==> src/rtl/mmio_timer.sv <==
// Memory-mapped prescaled down-counter on the CPU data port, with one-shot and
// periodic modes, a sticky expiry flag and a level interrupt.
module mmio_timer #(
    parameter logic [31:0] BASE_ADDR = 32'h0000_0040
) (
    input  logic        clk,
    input  logic        reset,
    input  logic [31:0] memory_address2,
    input  logic        memory_write_enable2,
    input  logic [31:0] memory_wdata2,
    output logic [31:0] memory_rdata2,
    output logic        hit,
    output logic        irq
);

    localparam logic [2:0] REG_CTRL     = 3'd0;
    localparam logic [2:0] REG_LOAD     = 3'd1;
    localparam logic [2:0] REG_COUNT    = 3'd2;
    localparam logic [2:0] REG_STATUS   = 3'd3;
    localparam logic [2:0] REG_PRESCALE = 3'd4;

    localparam logic [0:0] ST_IDLE    = 1'b0;
    localparam logic [0:0] ST_RUNNING = 1'b1;

    logic        r_en;
    logic        r_reload;
    logic        r_irq_en;
    logic [31:0] r_load;
    logic [31:0] r_count;
    logic        r_expired;
    logic [15:0] r_prescale;
    logic [15:0] r_pcnt;

    logic [4:0]  w_offset;
    logic [2:0]  w_idx;
    logic        w_hit;
    logic        w_wr;
    logic        w_wr_ctrl;
    logic        w_wr_load;
    logic        w_wr_count;
    logic        w_wr_status;
    logic        w_wr_prescale;
    logic [0:0]  w_state;
    logic        w_tick;
    logic        w_expire;
    logic [1:0]  w_unused_addr;

    // Byte lanes are not decoded; every access is treated as a full word.
    assign w_unused_addr = memory_address2[1:0];
    assign w_offset      = memory_address2[4:0];
    assign w_idx         = w_offset[4:2];
    assign w_hit         = (memory_address2[31:5] == BASE_ADDR[31:5]) && (w_offset < 5'h14);
    assign hit           = w_hit;

    assign w_wr          = w_hit && memory_write_enable2;
    assign w_wr_ctrl     = w_wr && (w_idx == REG_CTRL);
    assign w_wr_load     = w_wr && (w_idx == REG_LOAD);
    assign w_wr_count    = w_wr && (w_idx == REG_COUNT);
    assign w_wr_status   = w_wr && (w_idx == REG_STATUS);
    assign w_wr_prescale = w_wr && (w_idx == REG_PRESCALE);

    assign w_state  = r_en ? ST_RUNNING : ST_IDLE;
    assign w_tick   = (w_state == ST_RUNNING) && (r_pcnt == r_prescale);
    assign w_expire = w_tick && (r_count == 32'd0);

    assign irq = r_expired && r_irq_en;

    always_comb begin
        memory_rdata2 = 32'h0;
        if (w_hit) begin
            case (w_idx)
                REG_CTRL:     memory_rdata2 = {29'h0, r_irq_en, r_reload, r_en};
                REG_LOAD:     memory_rdata2 = r_load;
                REG_COUNT:    memory_rdata2 = r_count;
                REG_STATUS:   memory_rdata2 = {31'h0, r_expired};
                REG_PRESCALE: memory_rdata2 = {16'h0, r_prescale};
                default:      memory_rdata2 = 32'h0;
            endcase
        end
    end

    always_ff @(posedge clk or posedge reset) begin
        if (reset) begin
            r_en       <= 1'b0;
            r_reload   <= 1'b0;
            r_irq_en   <= 1'b0;
            r_load     <= 32'h0;
            r_count    <= 32'h0;
            r_expired  <= 1'b0;
            r_prescale <= 16'h0;
            r_pcnt     <= 16'h0;
        end else begin
            // A software CTRL write overrides the one-shot auto-stop.
            if (w_wr_ctrl) begin
                r_en     <= memory_wdata2[0];
                r_reload <= memory_wdata2[1];
                r_irq_en <= memory_wdata2[2];
            end else if (w_expire && !r_reload) begin
                r_en <= 1'b0;
            end

            if (w_wr_load) begin
                r_load <= memory_wdata2;
            end

            if (w_wr_prescale) begin
                r_prescale <= memory_wdata2[15:0];
            end

            // Reload samples the LOAD value from before any same-cycle write.
            if (w_wr_count) begin
                r_count <= memory_wdata2;
            end else if (w_tick) begin
                if (r_count != 32'd0) begin
                    r_count <= r_count - 32'd1;
                end else if (r_reload) begin
                    r_count <= r_load;
                end
            end

            // Set beats clear so an expiry landing on a clear is not lost.
            r_expired <= w_expire || (r_expired && !(w_wr_status && memory_wdata2[0]));

            if (w_wr_count || (w_wr_ctrl && memory_wdata2[0] && !r_en)) begin
                r_pcnt <= 16'h0;
            end else if ((w_state == ST_IDLE) || w_tick) begin
                r_pcnt <= 16'h0;
            end else begin
                r_pcnt <= r_pcnt + 16'd1;
            end
        end
    end

endmodule

==> config.mk <==
export PLATFORM = sky130hd
export DESIGN_NAME = mmio_timer
export DESIGN_NICKNAME = d
export VERILOG_FILES = /design/src/rtl/mmio_timer.sv
export SDC_FILE = /design/constraint.sdc
export NUM_CORES = 1
export LEC_CHECK = 0
export CORE_ASPECT_RATIO = 1.75
export CORE_UTILIZATION = 33
export CTS_CLUSTER_SIZE = 24
export DETAILED_ROUTE_END_ITERATION = 12
export PLACE_DENSITY_LB_ADDON = 0.08
export SYNTH_ARGS = -nofsm -noshare
export SYNTH_HDL_FRONTEND = slang
export SYNTH_SLANG_ARGS = --single-unit
==> constraint.sdc <==
create_clock -name clk -period 4.8 [get_ports clk]
set_input_delay 0.48 -clock clk [delete_from_list [all_inputs] [get_ports clk]]
set_output_delay 0.48 -clock clk [all_outputs]
set_load 0.005 [all_outputs]
## Word level (Yosys, flattened, before mapping)

Index checks and enable logic that the tools add are counted.

- Memories kept: 0
- Flip-flop bits (word level): 100
- Logic and storage cells: 57
- Output and inout bits: 34
- Input bits: 67
- Bits in latches: 0
- RAM bits: 0
- Bits in read-only memories: 0

- Equality and inequality tests: 6
- $mul: 0
- Multiplexer cells: 11
- Bitwise logic cells: 1
- Magnitude comparators: 1
- Reduce and logical (&&, ||, !) cells: 28
- Divide/modulo/power cells: 0
- Add/subtract/negate cells: 2
- Shift operators: 0

Operators by type and width:

| kind | count |
|---|---|
| 2-to-1 mux 32 bit | 5 |
| one-hot mux 32 bit (5 select lines) | 1 |
| logical NOT 32 bit | 1 |
| 2-to-1 mux 16 bit | 2 |
| nonzero test 32 bit | 1 |
| subtractor 32 x 1 -> 32 bit (second input constant) | 1 |
| == test 27 x 2 -> 1 bit (second input constant) | 1 |
| adder 16 x 1 -> 16 bit (second input constant) | 1 |
| == test 16 bit | 1 |
| logical AND 1 bit | 15 |
| == test 3 x 2 -> 1 bit (second input constant) | 2 |
| less-than comparator 5 bit (second input constant) | 1 |
| nonzero test 2 bit | 2 |
| == test 3 x 1 -> 1 bit (second input constant) | 1 |
| == test 3 bit (second input constant) | 1 |
| logical NOT 1 bit | 3 |
| logical NOT 3 bit | 1 |
| logical OR 1 bit | 3 |
| 2-to-1 mux 1 bit | 3 |
| nonzero test 3 bit | 1 |
| AND reduction 2 bit | 1 |
| NOT 1 bit | 1 |

## Depth between registers and ports, before layout

- Depth in word-level cells: 8
- Depth in mapped cells: 9
- Mapped depth without buffers: 8

## Least setup slack after synthesis

OpenSTA, ideal clock, no wires.

- Kind: input -> register
- Start point: in memory_address2[2]
- End point: reg r_count[22]
- Slack: 2.065 ns
- Cell stages on the path: 9
- Library setup time: 0.126 ns
- Path buffers: 3
- Arrival time: 2.609 ns
- Required time: 4.674 ns
- Cell sequence: clkbuf_1 nor3b_2 nand2_1 nor4_2 or3_1 clkbuf_1 buf_2 a21oi_1 a221o_1

- Longest elaborated chain between the ends: 6
- Elaborated cells on any way between the ends: 9
- Classes of those cells: order compare (1); eq/ne (1); mux (1); reduce/logical (6)

Ends and longest elaborated chain:

| what | line | RTL |
|---|---|---|
| start, declared | 8 | `input logic [31:0] memory_address2,` |
| less-than comparator 5 bit | 52 | `assign w_hit = (memory_address2[31:5] == BASE_ADDR[31:5]) && (w_offset < 5'h14);` |
| logical AND 1 bit | 52 |  |
| logical AND 1 bit | 55 | `assign w_wr = w_hit && memory_write_enable2;` |
| logical AND 1 bit (*) | 58 | `assign w_wr_count = w_wr && (w_idx == REG_COUNT);` |
| nonzero test 3 bit (no line) / nonzero test 2 bit (equally long branches) | - |  |
| AND reduction 2 bit (no line) | - |  |
| end signal, assigned | 112 | `r_count <= memory_wdata2;` |
| end signal, assigned | 115 | `r_count <= r_count - 32'd1;` |
| end signal, assigned | 117 | `r_count <= r_load;` |
| end, declared | 29 | `logic [31:0] r_count;` |

Mark *: on every way between the ends. The rest lies on a longest branch, timed or not.
A chain may end at the register's enable or synchronous reset.

## Worst setup path after layout

- Start point: in memory_address2[5]
- End point: out memory_rdata2[29]

- Longest elaborated chain between the ends: 3

Ends and longest elaborated chain:

| what | line | RTL |
|---|---|---|
| == test 27 x 2 -> 1 bit | 52 |  |
| logical AND 1 bit | 52 |  |
| 2-to-1 mux 32 bit | 70 | `if (w_hit) begin` |
| end, declared | 11 | `output logic [31:0] memory_rdata2,` |

Every way passes these cells.

==> summary.txt <==
Outcome
  – Run status: finished clean

Detailed routing
  – Final ANT Viol Nets: 0
  – Routed vias/inst: 5.59
  – Remaining DRCs: 0
  – Via count: around 5300
  – DR WL/cell: 20.4 um
  – Final WL: 19300 um
  – First-pass detailed-route iteration total: 5
  – DRT iter0 DRCs: 188

Synthesis
  – Top FF cell, synth: dfrtp_1
  – Largest family of logic cells by synthesized area: compound AO/OA/AOI/OAI gates
  – Mux share of post-synthesis cell area: 10.6%
  – Most common cell in the netlist: dfrtp_1
  – Cell Area, Synth: 6100 um^2
  – Synth Instances: 625
  – Cell taking the most area after synthesis: dfrtp_1
  – Adder-Cell Fraction of Synth Area: less than 1%
  – Yosys warns: 0
  – Syn Nets: between 600 and 700
  – Number of synthesized flops with an enable pin: 0
  – Ranking of synthesized cells by area: dfrtp_1 41%, mux2_2 9.4%, a22oi_1 5.0%
  – Synth top area share: 41.0%
  – Synth Area in XOR/XNOR: 7.03%
  – Post-synth ARST share: 100%
  – Yosys reg bits: 100
  – Simple logic cell fraction of the synthesized area: around 17%
  – Compound-Gate Fraction of Synth Area: 19.5%
  – Seq/Total Area, Yosys: 41.0%
  – Synth cell types: 60
  – Post-synth top cells: 100 x dfrtp_1, 72 x nor2_1, 51 x mux2_2
  – Syn Area/Cell: 9.77 um^2

Power and ir drop
  – Power Density: 226 nW/um^2
  – Worst vdd ir: ~0.00016 V
  – Overall power: 1.72 mW
  – Internal power: around 1.3 mW
  – Combinational power share: between 6 and 7%
  – Clock Power Share: between 40% and 50%
  – Sw Ratio: 23.3%
  – Sequential power share: 48.9%
  – P_sw: 0.401 mW
  – Leak Pwr: 3.09 nW

Clock tree
  – Num CTS Buffers: 9
  – Worst-path clk slew: 0.07 ns
  – H-tree levels: 3
  – Hold buffer count at CTS: 0
  – Root Driver: clkbuf_16
  – Setup bufs post-CTS: 0
  – Latest clock arrival within the worst-skew pair: 0.35 ns
  – Total clock sinks: 100
  – Max clock buf depth: 2
  – CTS tree: done
  – Count of cells resized by post-cts repair: 0

Setup path
  – Data arrival time of the critical path: 3.12 ns
  – Critical path's top delay family: simple AND/OR/NAND/NOR gates
  – Required time of the worst setup path: 4.32 ns
  – Worst path slowest cell: or3_1
  – Reg2Reg Depth: 6
  – Highest cell delay on the worst timing path: 0.65 ns
  – FF-to-FF End: r_count[3]
  – Startpoint types: primary input
  – Worst Path Max Fanout: 23
  – CP Capture Type: output port
  – WP buf/inv: 3
  – RR Startpoint: r_count[4]
  – WS Path Type: in2out
  – Cell repeated most along the worst path: clkdlybuf4s50_1
  – R2R setup slack: ~1.4 ns
  – Cells along the critical path: clkdlybuf4s50_1 -> nor4b_1 -> nand4_1 -> or3_1 -> buf_4 -> nor2_1 -> clkdlybuf4s50_1

Timing
  – Max Slew Vio Count: 0
  – Slew @ Worst Pin: between 1 and 1.5 ns
  – Final period utilization: 75.1%
  – Final Hold Viols: 0
  – Setup Skew: 0.0124 ns
  – Final TNS setup: 0 ns
  – RSZ-0062 raised after global routing: no
  – Setup violations, final: 0
  – Crit path time final: 3.60 ns
  – Achievable Freq: 277 MHz
  – Worst slew margin: a little under a third

Hold path
  – Min-Delay Path Class: reg2reg
  – Cells on Worst Hold Path: 1
  – Hold path startpoint: r_load[22]
  – Worst Hold End: r_load[22]

Die
  – DIE WIDTH: 105 um
  – Die area: 19100 um^2
  – Die height: 182 um
  – Num ports: approximately 100
  – Initial Util: roughly 34%
  – Row count: between 60 and 70
  – Core area: 18100 um^2

Global routing
  – Vias in the first global route: about 5600
  – Largest net degree at the start of global routing: 62
  – Initial antenna violation count: 0
  – Remaining global-route overflow: 0
  – Total track usage: roughly a fifth
  – First-pass GRT wire length: 30700 um

Run
  – Max cap viols: 0

Layout
  – Final core occ: between 40% and 50%
  – Finished Cell Area: 7620 um^2
  – Layout Area Growth over Synthesis: 24.8%
  – Seq. cell area: 2500 um^2
  – Area of the multi-input gates: roughly 3400 um^2
  – Share of cells above drive strength 1: between 10% and 20%
  – Filler cell count: 1835
  – Final net count: 775
  – Ant. Diodes: 0

Placed design
  – Gp weighted congestion: 0.854
  – Post-detail-place hpwl: 13600 um
  – Placement Cell Area: 7310 um^2
  – I/O Buffers: between 90 and 100
## per-stage QoR
| step | hold WS, ns | setup slack, ns | std cells |
|---|---|---|---|
| final | 0.536 | 1.20 | 944 |
| after global routing | 0.560 | 1.02 | 944 |
| after CTS | 0.538 | 1.19 | 944 |
| after detailed placement | 0.521 | 1.18 | 928 |
| after global placement | 0.508 | 1.22 | 928 |
| after floorplan | 0.465 | 1.70 | 625 |
## cell families (layout without fill, tap and decap cells)
logic type	after synthesis	count (layout)
XOR/XNOR	49	49
adder cells (fa/ha/maj)	3	3
AO/OA/AOI/OAI	157	157
flip-flops	100	100
multiplexers	57	57
AND/OR/NAND/NOR	205	205
buffers and inverters	54	139
## cells in the final DEF (no fill, tap or decap), types with 18 or more instances in the layout
cell / n
clkdlybuf4s50_1: 98
nor2_1: 72
buf_4: 18
nor4_1: 22
xor2_1: 35
dfrtp_1: 100
a22oi_1: 41
a21oi_1: 25
nand2_1: 24
mux2_2: 51
## flip-flops by register name, summed over array words and instances, names as in the netlist
signal / count
r_pcnt: 16
r_expired: 1
r_prescale: 16
r_count: 32
r_load: 32
r_en: 1
r_reload: 1
r_irq_en: 1
## worst register-to-register path, delay by kind of cell, from the launching register on
family          cells  cell delay (ns)
flops               1             0.49
simple gates        3             2.13
compound gates      3             0.69
## power by group through the flow
stage          Sequential [mW]  Combinational (mW)  Clock, mW
2_1_floorplan            0.859              0.0386          0
3_3_place_gp             0.858               0.118          0
3_5_place_dp             0.858               0.119          0
4_1_cts                  0.842               0.120      0.780
5_1_grt                  0.842               0.128      0.816
6_report                 0.842               0.117      0.763
## area by class of cell
type / instances / area share, %
inverter: 7 / 0.378
multi-input combinational: 471 / 44.3
sequential: 100 / 32.9
clock buffer: 11 / 3.19
tap: 234 / 3.84
timing repair buffer: 116 / 14.7
clock inverter: 5 / 0.805
## per-layer routing
metal,track usage [%],vias to the layer above,share of wire [%]
li1,-,2482,-
met2,39.3,124,55
met4,8.51,0,2.7
met1,23.1,2646,39
met5,0,-,0
met3,2.73,24,3.3
## how the worst max path moves through the flow
stage | startpoint | to | slack (ns) | cells past startpoint
5_1_grt | memory_address2[5] | memory_rdata2[31] | 1.02 | 7
2_1_floorplan | reset | r_count[0] | 1.70 | 1
3_3_place_gp | memory_address2[2] | memory_rdata2[31] | 1.22 | 7
4_1_cts | memory_address2[5] | memory_rdata2[29] | 1.19 | 7
3_5_place_dp | memory_address2[5] | r_prescale[2] | 1.18 | 7
6_report | memory_address2[5] | memory_rdata2[29] | 1.20 | 7
Power figures use the tool's default switching activity.
